$ cat src/rtl/vga_rx_pkg.sv
// vga_rx_pkg: default 640x480 timing, derived totals and FSM state codes
// shared by the VGA receive-side decoder.
package vga_rx_pkg;

    localparam int H_VISIBLE = 640;
    localparam int H_FP      = 16;
    localparam int H_SYNC    = 96;
    localparam int H_BP      = 48;
    localparam int H_TOTAL   = H_VISIBLE + H_FP + H_SYNC + H_BP;

    localparam int V_VISIBLE = 480;
    localparam int V_FP      = 10;
    localparam int V_SYNC    = 2;
    localparam int V_BP      = 33;
    localparam int V_TOTAL   = V_VISIBLE + V_FP + V_SYNC + V_BP;

    localparam bit SYNC_ACTIVE_LOW = 1'b1;

    // Width of every line/column counter and coordinate output.
    localparam int CNT_W = 10;

    typedef logic [1:0] state_t;
    localparam state_t SEARCH = 2'd0;
    localparam state_t CHECK  = 2'd1;
    localparam state_t LOCKED = 2'd2;

endpackage

$ cat src/rtl/vga_rx_sync_edge.sv
// vga_rx_sync_edge: registers one sync pin, normalises it to active-high and
// flags the first sample at which it becomes active.
module vga_rx_sync_edge #(
    parameter bit ACTIVE_LOW = 1'b1
) (
    input  logic clk,
    input  logic rst,
    input  logic sync_pin,
    output logic lead
);

    logic active;
    logic prev;

    // Input flop plus one-sample history for edge detection.
    always_ff @(posedge clk or posedge rst) begin
        if (rst) begin
            active <= 1'b0;
            prev   <= 1'b0;
        end else begin
            active <= sync_pin ^ ACTIVE_LOW;
            prev   <= active;
        end
    end

    assign lead = active & ~prev;

endmodule

$ cat src/rtl/vga_rx_decoder.sv
// vga_rx_decoder: locks to incoming VGA timing, recovers pixel coordinates and
// colour, and verifies line length and lines per frame.
// Optional feature: define VGA_RX_SUM_EN to add the per-frame rgb checksum on
// frame_sum/sum_valid; otherwise both outputs are tied to zero.
module vga_rx_decoder #(
    parameter int H_VISIBLE       = vga_rx_pkg::H_VISIBLE,
    parameter int H_FP            = vga_rx_pkg::H_FP,
    parameter int H_SYNC          = vga_rx_pkg::H_SYNC,
    parameter int H_BP            = vga_rx_pkg::H_BP,
    parameter int V_VISIBLE       = vga_rx_pkg::V_VISIBLE,
    parameter int V_FP            = vga_rx_pkg::V_FP,
    parameter int V_SYNC          = vga_rx_pkg::V_SYNC,
    parameter int V_BP            = vga_rx_pkg::V_BP,
    parameter bit SYNC_ACTIVE_LOW = vga_rx_pkg::SYNC_ACTIVE_LOW
) (
    input  logic        clk_main,
    input  logic        rst,
    input  logic        red_i,
    input  logic        green_i,
    input  logic        blue_i,
    input  logic        hsync_i,
    input  logic        vsync_i,
    output logic        pix_valid,
    output logic [9:0]  pix_x,
    output logic [9:0]  pix_y,
    output logic [2:0]  pix_rgb,
    output logic        frame_start,
    output logic        locked,
    output logic        timing_err,
    output logic [15:0] frame_sum,
    output logic        sum_valid
);
    import vga_rx_pkg::*;

    localparam int H_TOTAL = H_VISIBLE + H_FP + H_SYNC + H_BP;
    localparam int V_TOTAL = V_VISIBLE + V_FP + V_SYNC + V_BP;

    localparam logic [CNT_W-1:0] H_TOT   = CNT_W'(H_TOTAL);
    localparam logic [CNT_W-1:0] H_LAST  = CNT_W'(H_TOTAL - 1);
    localparam logic [CNT_W-1:0] V_TOT   = CNT_W'(V_TOTAL);
    localparam logic [CNT_W-1:0] H_START = CNT_W'(H_SYNC + H_BP);
    localparam logic [CNT_W-1:0] H_END   = CNT_W'(H_SYNC + H_BP + H_VISIBLE - 1);
    localparam logic [CNT_W-1:0] V_START = CNT_W'(V_SYNC + V_BP);
    localparam logic [CNT_W-1:0] V_END   = CNT_W'(V_SYNC + V_BP + V_VISIBLE - 1);

    logic [2:0]       rgb_s1;
    logic             hs_lead, vs_lead;
    logic [CNT_W-1:0] hcnt, vcnt, lcnt;
    logic [CNT_W-1:0] hcnt_cur, vcnt_cur;
    logic             vpend, first, bad;
    state_t           state, state_next;
    logic             h_sat, line_err, frame_err, viol, vis, lock_n;

    vga_rx_sync_edge #(.ACTIVE_LOW(SYNC_ACTIVE_LOW)) u_hs (
        .clk(clk_main), .rst(rst), .sync_pin(hsync_i), .lead(hs_lead)
    );

    vga_rx_sync_edge #(.ACTIVE_LOW(SYNC_ACTIVE_LOW)) u_vs (
        .clk(clk_main), .rst(rst), .sync_pin(vsync_i), .lead(vs_lead)
    );

    // Stage 1 colour flop, aligned with the sync flops inside the edge detectors.
    always_ff @(posedge clk_main or posedge rst) begin
        if (rst) rgb_s1 <= '0;
        else     rgb_s1 <= {red_i, green_i, blue_i};
    end

    // Position of the stage-1 sample, violation detection and next FSM state.
    always_comb begin
        hcnt_cur = hcnt;
        if (hs_lead)             hcnt_cur = '0;
        else if (hcnt != H_TOT)  hcnt_cur = hcnt + 1'b1;

        vcnt_cur = vcnt;
        if (hs_lead) vcnt_cur = (vpend | vs_lead) ? '0 : vcnt + 1'b1;

        // A line that runs past its nominal length is flagged once, as it saturates.
        h_sat     = !hs_lead && (hcnt == H_LAST);
        line_err  = hs_lead && (hcnt != H_LAST) && !first;
        frame_err = vs_lead && (lcnt != V_TOT);
        viol      = h_sat | line_err | frame_err;

        vis = (hcnt_cur >= H_START) && (hcnt_cur <= H_END) &&
              (vcnt_cur >= V_START) && (vcnt_cur <= V_END);

        state_next = state;
        case (state)
            SEARCH:  if (vs_lead) state_next = CHECK;
            CHECK:   if (vs_lead && !bad && !viol) state_next = LOCKED;
            LOCKED:  if (viol) state_next = SEARCH;
            default: state_next = SEARCH;
        endcase
        lock_n = (state_next == LOCKED);
    end

    // Counters, vsync pending flag, measurement bookkeeping and FSM state.
    always_ff @(posedge clk_main or posedge rst) begin
        if (rst) begin
            hcnt  <= '0;
            vcnt  <= '0;
            lcnt  <= '0;
            vpend <= 1'b0;
            first <= 1'b1;
            bad   <= 1'b0;
            state <= SEARCH;
        end else begin
            hcnt  <= hcnt_cur;
            vcnt  <= vcnt_cur;
            state <= state_next;

            if (hs_lead)      vpend <= 1'b0;
            else if (vs_lead) vpend <= 1'b1;

            // Lines per frame: a coincident hsync edge belongs to the new frame.
            if (vs_lead)                  lcnt <= hs_lead ? CNT_W'(1) : '0;
            else if (hs_lead && lcnt != '1) lcnt <= lcnt + 1'b1;

            // Line length is only meaningful once an hsync edge has set hcnt.
            if (state == LOCKED && viol) first <= 1'b1;
            else if (hs_lead)            first <= 1'b0;

            // Any violation during a CHECK frame spoils that measurement.
            if (state == CHECK && !vs_lead) bad <= bad | viol;
            else                            bad <= 1'b0;
        end
    end

    // Stage 2: registered pixel, lock and error outputs.
    always_ff @(posedge clk_main or posedge rst) begin
        if (rst) begin
            pix_valid   <= 1'b0;
            pix_x       <= '0;
            pix_y       <= '0;
            pix_rgb     <= '0;
            frame_start <= 1'b0;
            locked      <= 1'b0;
            timing_err  <= 1'b0;
        end else begin
            pix_valid   <= vis && lock_n;
            pix_x       <= vis ? hcnt_cur - H_START : '0;
            pix_y       <= vis ? vcnt_cur - V_START : '0;
            pix_rgb     <= vis ? rgb_s1 : '0;
            frame_start <= vis && lock_n && (hcnt_cur == H_START) && (vcnt_cur == V_START);
            locked      <= lock_n;
            timing_err  <= viol && (state != SEARCH);
        end
    end

`ifdef VGA_RX_SUM_EN
    localparam logic [CNT_W-1:0] X_LAST = CNT_W'(H_VISIBLE - 1);
    localparam logic [CNT_W-1:0] Y_LAST = CNT_W'(V_VISIBLE - 1);

    logic [15:0] acc;

    // Frame checksum: restart at pixel (0,0), publish after the last pixel.
    always_ff @(posedge clk_main or posedge rst) begin
        if (rst) begin
            acc       <= '0;
            frame_sum <= '0;
            sum_valid <= 1'b0;
        end else begin
            sum_valid <= 1'b0;
            if (pix_valid) begin
                acc <= frame_start ? {13'd0, pix_rgb} : acc + {13'd0, pix_rgb};
                if (pix_x == X_LAST && pix_y == Y_LAST) begin
                    frame_sum <= acc + {13'd0, pix_rgb};
                    sum_valid <= 1'b1;
                end
            end
        end
    end
`else
    assign frame_sum = '0;
    assign sum_valid = 1'b0;
`endif

endmodule

$ cat config.mk
export PLATFORM = sky130hd
export DESIGN_NAME = vga_rx_decoder
export DESIGN_NICKNAME = d
export VERILOG_FILES = /design/src/rtl/vga_rx_pkg.sv /design/src/rtl/vga_rx_sync_edge.sv /design/src/rtl/vga_rx_decoder.sv
export SDC_FILE = /design/constraint.sdc
export NUM_CORES = 1
export LEC_CHECK = 0
export CAP_MARGIN = 40
export CORE_MARGIN = 4
export CORE_UTILIZATION = 52
export DETAILED_ROUTE_END_ITERATION = 7
export PLACE_DENSITY_LB_ADDON = 0.05
export SKIP_CTS_REPAIR_TIMING = 1
export SYNTH_ARGS = -nofsm -noshare
export SYNTH_HDL_FRONTEND = slang
export SYNTH_SLANG_ARGS = --single-unit
$ cat constraint.sdc
create_clock -name clk_main -period 4.04 [get_ports clk_main]
set_clock_uncertainty 0.1 [all_clocks]
set_input_delay 0.606 -clock clk_main [delete_from_list [all_inputs] [get_ports clk_main]]
set_output_delay 0.606 -clock clk_main [all_outputs]
set_load 0.01 [all_outputs]
# After elaboration in Yosys (flattened, before gate mapping)
# Cells that the tools add are included.
# classes
add_sub_neg,5
magnitude_cmp,4
eq_ne,10
muxes,19
bitwise_logic,10
n_reduce_logical,26
# ops
cell,n
two-way mux 10 bit,8
"inequality test 10 bit, second input constant",4
"adder 10 x 1 -> 10 bit, second input constant",3
"less-or-equal comparator 10 bit, second input constant",2
logical AND 1 bit,16
"== test 10 bit, second input constant",1
"== test 10 x 6 -> 1 bit, second input constant",1
"== test 10 x 8 -> 1 bit, second input constant",1
">= comparator 10 x 6 -> 1 bit, second input constant",1
">= comparator 10 x 8 -> 1 bit, second input constant",1
"subtractor 10 x 6 -> 10 bit, second input constant",1
"subtractor 10 x 8 -> 10 bit, second input constant",1
nonzero test 2 bit,4
two-way mux 1 bit,6
two-way mux 2 bit,3
case mux 2 bit (3 select lines),1
zero test 1 bit,5
"== test 2 bit, second input constant",2
inverter 1 bit,4
bitwise OR 1 bit,4
two-way mux 3 bit,1
AND 1 bit,2
"== test 2 x 1 -> 1 bit, second input constant",1
zero test 2 bit,1
# word_totals
ff_bits,69
in_bits,7
output_inout_bits,44
wordCells,93

# Logic depth before layout (Yosys ltp)
# Gate-level depths: netlist of run 1.
# logic_depth
word_depth,14
ltp_mapped,12
ltp_nobuf,11

# Cells and area by module
# A second synthesis of run 1 with hierarchy kept.
# unflattened
hier_cells,374
area_unflattened_um2,3866.2
# by_module_without_submodules
module,n_inst,cells_per_inst,area_each_um2,seq_area_each_um2
vga_rx_decoder,1,364,3723.6,1627.8
vga_rx_sync_edge,2,5,71.3,50.0

# Worst setup path before layout of run 1
# No wires, ideal clock.
# synth_path
kind,register to register
start,register hcnt[2]
end,register pix_x[1]
setup_ns,0.141
arrival_time_ns,2.325
t_required_ns,3.799
slack_ns,1.474
path_stages_with_launch,12
path_buffers,2
period_less_slack_ns,2.566
path_cell_list,dfrtp_1 buf_2 nand3_2 or3_1 a21oi_1 inv_1 ha_1 nand3_1 nor4_2 o32ai_2 buf_6 nor4_2
# synth_between
elab_chain_len,8
word_cells_on_any_way,11
classes_between,2 x add/sub; 2 x order compare; 1 x eq/ne; 3 x mux; 3 x reduce/logical
# synth_rtl
item,line,rtl
from (decl),vga_rx_decoder.sv:48,"logic [CNT_W-1:0] hcnt, vcnt, lcnt;"
from (signal assigned),vga_rx_decoder.sv:107,hcnt <= hcnt_cur;
adder 10 x 1 -> 10 bit / inequality test 10 bit (equally long branches),vga_rx_decoder.sv:72,else if (hcnt != H_TOT) hcnt_cur = hcnt + 1'b1;
two-way mux 10 bit *,vga_rx_decoder.sv:72,
two-way mux 10 bit *,vga_rx_decoder.sv:71,if (hs_lead) hcnt_cur = '0;
via hcnt_cur[5],vga_rx_decoder.sv:49,"logic [CNT_W-1:0] hcnt_cur, vcnt_cur;"
>= comparator 10 x 8 -> 1 bit / less-or-equal comparator 10 bit (equally long branches),vga_rx_decoder.sv:83,vis = (hcnt_cur >= H_START) && (hcnt_cur <= H_END) &&
logical AND 1 bit * (2 in series),vga_rx_decoder.sv:83,
logical AND 1 bit *,vga_rx_decoder.sv:84,(vcnt_cur >= V_START) && (vcnt_cur <= V_END);
two-way mux 10 bit *,vga_rx_decoder.sv:140,pix_x <= vis ? hcnt_cur - H_START : '0;
to (signal assigned),vga_rx_decoder.sv:140,
to (decl),vga_rx_decoder.sv:24,"output logic [9:0] pix_x,"
# Mark *: on every way through the listed nets, which the timed path passes. The rest lies on a longest branch.
# A chain may end at the register's enable or synchronous reset.

# Worst setup path after layout of run 1
# layout_path
start,register vcnt[0]
end,register pix_x[4]
# layout_between
elab_chain_len,7
word_cells_on_any_way,8
classes_between,1 x add/sub; 2 x order compare; 3 x mux; 2 x reduce/logical
# layout_rtl
item,line,rtl
from (decl),vga_rx_decoder.sv:48,
from (signal assigned),vga_rx_decoder.sv:108,vcnt <= vcnt_cur;
adder 10 x 1 -> 10 bit,vga_rx_decoder.sv:75,if (hs_lead) vcnt_cur = (vpend | vs_lead) ? '0 : vcnt + 1'b1;
two-way mux 10 bit,vga_rx_decoder.sv:75,
two-way mux 10 bit *,vga_rx_decoder.sv:75,
>= comparator 10 x 6 -> 1 bit,vga_rx_decoder.sv:84,
logical AND 1 bit,vga_rx_decoder.sv:83,
logical AND 1 bit *,vga_rx_decoder.sv:84,
two-way mux 10 bit *,vga_rx_decoder.sv:140,
# Mark *: on every way between the ends. The rest lies on a longest branch, timed or not.

==> results of run 1 <==
metrics by stage:
step	instance area, um2	util	hold WS, ns
global route	4460	0.614	0.334
CTS	4460	0.614	0.310
floorplan	3930	-	0.268
global placement	4200	0.579	0.279
detailed placement	4230	0.584	0.293
finish	4460	0.614	0.308
cell type report:
| class | instances | area, um2 | area share |
|---|---|---|---|
| Inverter | 19 | 71.3 | 0.0160 |
| Clock buffer | 9 | 124 | 0.0278 |
| Multi-Input combinational cell | 279 | 1900 | 0.426 |
| Sequential cell | 69 | 1730 | 0.388 |
| Clock inverter | 7 | 98.8 | 0.0222 |
| Timing Repair Buffer | 41 | 410 | 0.0921 |
| Tap cell | 99 | 124 | 0.0278 |
critical path, stage by stage (launching register included):
cell	delay, ns
sky130_fd_sc_hd__dfrtp_1	0.44
sky130_fd_sc_hd__ha_1	0.27
sky130_fd_sc_hd__nand3b_1	0.32
sky130_fd_sc_hd__or4_4	0.62
sky130_fd_sc_hd__a211oi_2	0.34
sky130_fd_sc_hd__o32ai_2	0.18
sky130_fd_sc_hd__a32oi_4	0.50
sky130_fd_sc_hd__buf_4	0.31
sky130_fd_sc_hd__nor3_1	0.08
sequential cells by signal, indices dropped and copies added (netlist names):
| name | flops |
|---|---|
| u_vs.prev | 1 |
| locked | 1 |
| state | 2 |
| bad | 1 |
| vpend | 1 |
| rgb_s1 | 3 |
| u_hs.active | 1 |
| pix_valid | 1 |
| u_vs.active | 1 |
| vcnt | 10 |
| pix_y | 10 |
| u_hs.prev | 1 |
| timing_err | 1 |
| pix_rgb | 3 |
| frame_start | 1 |
| hcnt | 10 |
| pix_x | 10 |
| lcnt | 10 |
| first | 1 |
worst min path at each step:
| stage | to | slack (ns) | from |
|---|---|---|---|
| after global routing | u_vs.prev$_DFF_PP0_ | 0.33 | u_vs.active$_DFF_PP0_ |
| after floorplan | u_vs.prev$_DFF_PP0_ | 0.27 | u_vs.active$_DFF_PP0_ |
| after CTS | u_vs.prev$_DFF_PP0_ | 0.31 | u_vs.active$_DFF_PP0_ |
| after detailed placement | u_vs.prev$_DFF_PP0_ | 0.29 | u_vs.active$_DFF_PP0_ |
| after global placement | u_vs.prev$_DFF_PP0_ | 0.28 | u_vs.active$_DFF_PP0_ |
| final | u_vs.prev$_DFF_PP0_ | 0.31 | u_vs.active$_DFF_PP0_ |
cell usage in the layout, fill, tap and decap left out, types with 3 or more instances in the layout:
| master | count |
|---|---|
| sky130_fd_sc_hd__a211oi_1 | 4 |
| sky130_fd_sc_hd__a211oi_2 | 4 |
| sky130_fd_sc_hd__a21oi_1 | 17 |
| sky130_fd_sc_hd__and2_1 | 3 |
| sky130_fd_sc_hd__and3_1 | 3 |
| sky130_fd_sc_hd__buf_4 | 6 |
| sky130_fd_sc_hd__clkbuf_8 | 9 |
| sky130_fd_sc_hd__clkdlybuf4s50_1 | 33 |
| sky130_fd_sc_hd__conb_1 | 17 |
| sky130_fd_sc_hd__dfrtp_1 | 68 |
| sky130_fd_sc_hd__ha_1 | 10 |
| sky130_fd_sc_hd__inv_1 | 18 |
| sky130_fd_sc_hd__nand2_1 | 14 |
| sky130_fd_sc_hd__nand2b_1 | 8 |
| sky130_fd_sc_hd__nand3_1 | 18 |
| sky130_fd_sc_hd__nand3b_1 | 5 |
| sky130_fd_sc_hd__nand4_1 | 7 |
| sky130_fd_sc_hd__nor2_1 | 30 |
| sky130_fd_sc_hd__nor2b_1 | 3 |
| sky130_fd_sc_hd__nor3_1 | 23 |
| sky130_fd_sc_hd__nor3b_2 | 5 |
| sky130_fd_sc_hd__nor4_1 | 12 |
| sky130_fd_sc_hd__nor4b_1 | 3 |
| sky130_fd_sc_hd__o21ai_0 | 15 |
| sky130_fd_sc_hd__o31ai_1 | 3 |
| sky130_fd_sc_hd__or3_1 | 10 |
| sky130_fd_sc_hd__xnor2_1 | 10 |
| sky130_fd_sc_hd__xor2_1 | 9 |
power by group through the flow:
| stage | Combinational, mW | Clock, mW | Sequential (mW) |
|---|---|---|---|
| CTS | 0.249 | 0.651 | 0.792 |
| global route | 0.276 | 0.680 | 0.803 |
| global placement | 0.240 | 0 | 0.803 |
| floorplan | 0.203 | 0 | 0.786 |
| detailed placement | 0.248 | 0 | 0.806 |
| finish | 0.246 | 0.635 | 0.793 |
cells by family (layout without fill, tap and decap cells):
kind of cell    after synthesis  in the layout
mux                           3              3
fa+ha+maj                    10             10
xor+xnor                     19             19
simple gates                164            164
buf+inv                      55             76
flops                        69             69
other cells                   1             17
compound gates               66             66
layer usage:
layer / global-route usage / wire, um
met5: 0 / 0
met4: 0.0710 / 92
met3: 0.0593 / 465
met2: 0.300 / 3800
met1: 0.288 / 4020
cells in the mapped netlist, types with 2 or more instances:
cell type,instances
sky130_fd_sc_hd__nand4bb_1,2
sky130_fd_sc_hd__nor2_1,30
sky130_fd_sc_hd__a21oi_1,17
sky130_fd_sc_hd__clkbuf_1,3
sky130_fd_sc_hd__xor2_1,9
sky130_fd_sc_hd__nand3b_1,5
sky130_fd_sc_hd__inv_1,19
sky130_fd_sc_hd__dfrtp_1,68
sky130_fd_sc_hd__mux2i_1,2
sky130_fd_sc_hd__ha_1,10
sky130_fd_sc_hd__nor4_2,2
sky130_fd_sc_hd__nand3_1,18
sky130_fd_sc_hd__buf_4,18
sky130_fd_sc_hd__nor3_1,23
sky130_fd_sc_hd__o21ai_0,15
sky130_fd_sc_hd__a211oi_2,4
sky130_fd_sc_hd__nor3b_2,5
sky130_fd_sc_hd__or2_2,2
sky130_fd_sc_hd__a311oi_1,2
sky130_fd_sc_hd__nand2_1,14
sky130_fd_sc_hd__o31ai_1,3
sky130_fd_sc_hd__and3_1,3
sky130_fd_sc_hd__and2_1,3
sky130_fd_sc_hd__o31a_1,2
sky130_fd_sc_hd__buf_6,4
sky130_fd_sc_hd__nor4b_1,3
sky130_fd_sc_hd__nand4_1,7
sky130_fd_sc_hd__nor2b_1,3
sky130_fd_sc_hd__or3_1,10
sky130_fd_sc_hd__nand2b_1,8
sky130_fd_sc_hd__nor4_1,12
sky130_fd_sc_hd__o32ai_2,2
sky130_fd_sc_hd__buf_2,10
sky130_fd_sc_hd__a211oi_1,4
sky130_fd_sc_hd__xnor2_1,10
sky130_fd_sc_hd__o21ba_2,2
==> flow_metrics.env, run 1 <==
export IMPL_status="finished, final reports clean"
export IMPL_via_count_of_the_first_global_routing_pass=2838
export IMPL_avgSynthCellArea_um2=10.0
export IMPL_p_comb_frac=0.147
export IMPL_placementRows=31
export IMPL_power_density_mw_per_mm2=376
export IMPL_place_hpwl_um=5950
export IMPL_cts_root_to_sink_buffers=2
export IMPL_setup_slack_ns=0.736
export IMPL_antennaDiodeCount=0
export IMPL_grt_pass1_wl_um=13900
export IMPL_worst_setup_slack_before_clock_tree_synthesis_ns=0.784
export IMPL_cp_end_kind="flop"
export IMPL_clock_power_share=0.379
export IMPL_internal_power_mw=1.18
export IMPL_synth_top_family_by_area="simple AND/OR/NAND/NOR gates"
export IMPL_swShare=0.294
export IMPL_post_route_period_util=0.818
export IMPL_critical_path_class="reg2reg"
export IMPL_fin_cells=523
export IMPL_core_area_mm2=0.00725
export IMPL_muxShareOfSynthArea=0.00808
export IMPL_r2r_cells=8
export IMPL_post_route_min_period_ns=3.30
export IMPL_clock_tree_root_cell="sky130_fd_sc_hd__clkbuf_8"
export IMPL_r2r_start="vcnt[0]$_DFF_PP0_"
export IMPL_ys_seq_elements=69
export IMPL_synth_top_cell_area_share=0.439
export IMPL_drtPass1Iterations=4
export IMPL_floorplan_die_height_um=94.3
export IMPL_final_setup_viol_count=0
export IMPL_route_detailed_drc=0
export IMPL_reg2reg_slack_ns=0.74
export IMPL_num_nets_final=436
export IMPL_placedCellCount=507
export IMPL_wire_per_inst_um=16.0
export IMPL_critical_path_peak_fanout=14
export IMPL_dr_first_iter_drc_count=133
export IMPL_hold_path_cell_count=0
export IMPL_grt_total_usage=0.204
export IMPL_clk_pin_slew_ns=0.08
export IMPL_synth_async_reset_ratio=1.00
export IMPL_route_antenna_remaining_nets=0
export IMPL_synth_simple_gate_area_frac=0.258
export IMPL_synth_lib_cells_used_distinct=69
export IMPL_count_of_input_and_output_buffers=33
export IMPL_ir_drop_mv=0.213
export IMPL_gp_congestion=0.847
export IMPL_dr_total_vias=2913
export IMPL_mappedNetlistArea_mm2=0.00387
export IMPL_maxClockFrequency_mhz=303
export IMPL_number_of_enable_flip_flop_cells_after_synthesis=0
export IMPL_post_synth_fa_ha_maj_area_fraction=0.0323
export IMPL_synth_yosys_seq_area_share=0.446
export IMPL_synth_area_leaders="sky130_fd_sc_hd__dfrtp_1 (44%), sky130_fd_sc_hd__buf_4 (3.5%), sky130_fd_sc_hd__ha_1 (3.2%)"
export IMPL_die_area_mm2=0.00889
export IMPL_power_leakage_nw=1.85
export IMPL_synth_area_leader_cell="sky130_fd_sc_hd__dfrtp_1"
export IMPL_synth_flop_cell="sky130_fd_sc_hd__dfrtp_1"
export IMPL_filler_cell_count=629
export IMPL_avgViaCountPerCell=5.57
export IMPL_postSynthCellCount=387
export IMPL_final_max_slew_violation_count=0
export IMPL_cts_tree="built"
export IMPL_synth_compound_gate_area_share=0.130
export IMPL_rsz0062_at_grt="false"
export IMPL_net_switching_power_mw=0.491
export IMPL_floorplan_initialDensity=0.534
export IMPL_routed_wl_um=8380
export IMPL_worst_path_arrival_ns=3.43
export IMPL_startpoint_type="flop"
export IMPL_hold_viol_final=0
export IMPL_flow_area_growth_from_synthesis_pct=15.1
export IMPL_post_route_cells_drive_above_1_share=0.134
export IMPL_clk_latency_ns=0.35
export IMPL_xor_xnor_share_of_the_synthesized_area=0.0430
export IMPL_last_element_of_the_critical_path="pix_x[4]$_DFF_PP0_"
export IMPL_globalRouteOverflowTotal=0
export IMPL_slew_limit_headroom=0.582
export IMPL_die_width_um=94.3
export IMPL_worst_slew_pin_transition_ns=0.623
export IMPL_r2r_end="pix_x[4]$_DFF_PP0_"
export IMPL_worst_setup_path_startpoint="vcnt[0]$_DFF_PP0_"
export IMPL_cts_sink_count=69
export IMPL_cp_data_required_time_ns=4.17
export IMPL_antenna_found_initial=0
export IMPL_tns_ns=0
export IMPL_max_cap_violation_count=0
export IMPL_share_seq_of_total_power=0.474
export IMPL_design_portCount=51
export IMPL_post_layout_total_power_mw=1.67
export IMPL_hold_path_class="reg2reg"
export IMPL_cts_htree_levels=3
export IMPL_grt_max_degree=37
export IMPL_synth_warnings=0
export IMPL_cts_made_buffers=9
(Power assumes the default switching activity.)
==> run 2, diff against run 1 <==
CORE_UTILIZATION = 50   (was 52)
clock period = 3 ns   (was 4.04 ns; I/O delays follow)
==> run 2 against run 1 <==
Compared with the run above: setup slack worse by 0.56 ns; non-clock buffer count is 14 higher; first-iteration DRC count stayed put; sequential share of layout area is 1.6 points lower; core utilization is 1.3 points higher; routed wire length is 0.32% lower; die area is 3.7% higher; clock power is 62% higher; largest power group unchanged.
==> flow_metrics.env, run 2 (synthesized netlist as in run 1, its figures left out) <==
export IMPL_share_seq_of_total_power=0.436
export IMPL_worst_slew_pin_transition_ns=0.724
export IMPL_stdcell_area_mm2=0.00465
export IMPL_placedInstanceArea_mm2=0.00434
export IMPL_clock_tree_root_cell="sky130_fd_sc_hd__clkbuf_8"
export IMPL_gp_congestion=0.921
export IMPL_wire_per_inst_um=15.5
export IMPL_place_hpwl_um=5790
export IMPL_route_antenna_remaining_nets=0
export IMPL_fin_cells=538
export IMPL_flow_area_growth_from_synthesis_pct=20.1
export IMPL_antenna_found_initial=0
export IMPL_cts_tree="built"
export IMPL_tns_ns=0
export IMPL_post_route_min_period_ns=2.83
export IMPL_cts_sink_count=69
export IMPL_net_switching_power_mw=0.666
export IMPL_route_detailed_drc=0
export IMPL_die_width_um=96.0
export IMPL_floorplan_initialDensity=0.523
export IMPL_floorplan_die_height_um=96.0
export IMPL_startpoint_type="flop"
export IMPL_dr_first_iter_drc_count=133
export IMPL_grt_total_usage=0.197
export IMPL_grt_max_degree=70
export IMPL_power_leakage_nw=1.94
export IMPL_cts_made_buffers=9
export IMPL_placementRows=31
export IMPL_final_setup_viol_count=0
export IMPL_drtPass1Iterations=4
export IMPL_clock_power_share=0.420
export IMPL_cp_data_required_time_ns=3.12
export IMPL_mostFrequentLayoutCells="sky130_fd_sc_hd__dfrtp_1 (68), sky130_fd_sc_hd__clkdlybuf4s50_1 (33), sky130_fd_sc_hd__nor2_1 (30)"
export IMPL_final_common_cell="sky130_fd_sc_hd__dfrtp_1"
export IMPL_placedCellCount=521
export IMPL_post_route_cells_drive_above_1_share=0.164
export IMPL_globalRouteOverflowTotal=0
export IMPL_count_of_input_and_output_buffers=33
export IMPL_internal_power_mw=1.78
export IMPL_swShare=0.272
export IMPL_num_nets_final=451
export IMPL_antennaDiodeCount=0
export IMPL_cp_end_kind="flop"
export IMPL_clk_latency_ns=0.36
export IMPL_worst_setup_slack_before_clock_tree_synthesis_ns=0.000619
export IMPL_setup_slack_ns=0.173
export IMPL_ir_drop_mv=0.265
export IMPL_dr_total_vias=2957
export IMPL_routed_wl_um=8350
export IMPL_power_density_mw_per_mm2=526
export IMPL_cts_root_to_sink_buffers=2
export IMPL_maxClockFrequency_mhz=354
export IMPL_hold_viol_final=0
export IMPL_avgViaCountPerCell=5.50
export IMPL_via_count_of_the_first_global_routing_pass=2782
export IMPL_design_portCount=51
export IMPL_worst_path_arrival_ns=2.95
export IMPL_final_max_slew_violation_count=0
export IMPL_post_route_period_util=0.942
export IMPL_grt_pass1_wl_um=13800
export IMPL_cts_htree_levels=3
export IMPL_p_comb_frac=0.144
export IMPL_die_area_mm2=0.00922
export IMPL_rsz0062_at_grt="false"
export IMPL_core_area_mm2=0.00741
export IMPL_status="finished, final reports clean"
export IMPL_slew_limit_headroom=0.514
export IMPL_critical_path_peak_fanout=12
export IMPL_max_cap_violation_count=0
export IMPL_hold_path_class="reg2reg"
export IMPL_clk_pin_slew_ns=0.08
export IMPL_critical_path_class="reg2reg"
-- run 2: changes by cell type in the layout (fill, tap and decap cells not counted), sizes merged --
cell | before | now
buf | 8 | 22
bufinv | 2 | 4
a32oi | 1 | 2
clkinv | 3 | 2
clkinvlp | 1 | 0
-- run 2: routing by layer --
metal	global-route usage	wire, um
met5	0	0
met4	0.0853	184
met3	0.0461	476
met2	0.286	3750
met1	0.282	3940
-- run 2: power groups by stage --
| stage | clock network, mW | registers [mW] | logic, mW |
|---|---|---|---|
| after floorplan | 0 | 1.06 | 0.273 |
| after global routing | 1.09 | 1.08 | 0.398 |
| after CTS | 1.05 | 1.06 | 0.345 |
| after detailed placement | 0 | 1.08 | 0.341 |
| after global placement | 0 | 1.08 | 0.340 |
| final | 1.03 | 1.07 | 0.352 |
-- run 2: path summary, 6_finish.rpt --
path | slack [ns] | depth (start not counted) | start | endpoint
setup / recovery | 0.17 | 7 | vcnt[0]$_DFF_PP0_ | pix_rgb[0]$_DFF_PP0_
hold / removal | 0.31 | 0 | u_vs.active$_DFF_PP0_ | u_vs.prev$_DFF_PP0_
setup reg to reg | 0.17 | 7 | vcnt[0]$_DFF_PP0_ | pix_rgb[0]$_DFF_PP0_
hold reg to reg | 0.31 | 0 | u_vs.active$_DFF_PP0_ | u_vs.prev$_DFF_PP0_
max in group asynchronous | 2.06 | 3 | rst | first$_DFFE_PP1P_
min in group asynchronous | 0.35 | 3 | rst | lcnt[7]$_DFFE_PP0P_
-- run 2: layout make-up --
class | instances | area (um2)
Clock inverter | 7 | 146
Clock buffer | 9 | 124
Timing Repair Buffer | 55 | 520
Multi-Input combinational cell | 280 | 1940
Tap cell | 99 | 124
Inverter | 19 | 71.3
Fill cell | 608 | 2760
Sequential cell | 69 | 1730
-- run 2: per-stage QoR --
stage | hold WS, ns | util | total power [mW]
after floorplan | 0.268 | - | 1.33
after CTS | 0.313 | 0.623 | 2.46
after global placement | 0.274 | 0.586 | 1.42
after detailed placement | 0.295 | 0.586 | 1.42
after global routing | 0.334 | 0.628 | 2.57
final | 0.308 | 0.628 | 2.45
-- run 2: critical path, cell delays in order, from the launching register on --
cell	delay [ns]
sky130_fd_sc_hd__dfrtp_1	0.44
sky130_fd_sc_hd__ha_1	0.26
sky130_fd_sc_hd__nand3b_1	0.13
sky130_fd_sc_hd__or4_4	0.54
sky130_fd_sc_hd__a211oi_2	0.31
sky130_fd_sc_hd__o32ai_2	0.20
sky130_fd_sc_hd__a32oi_4	0.60
sky130_fd_sc_hd__nor3b_2	0.11
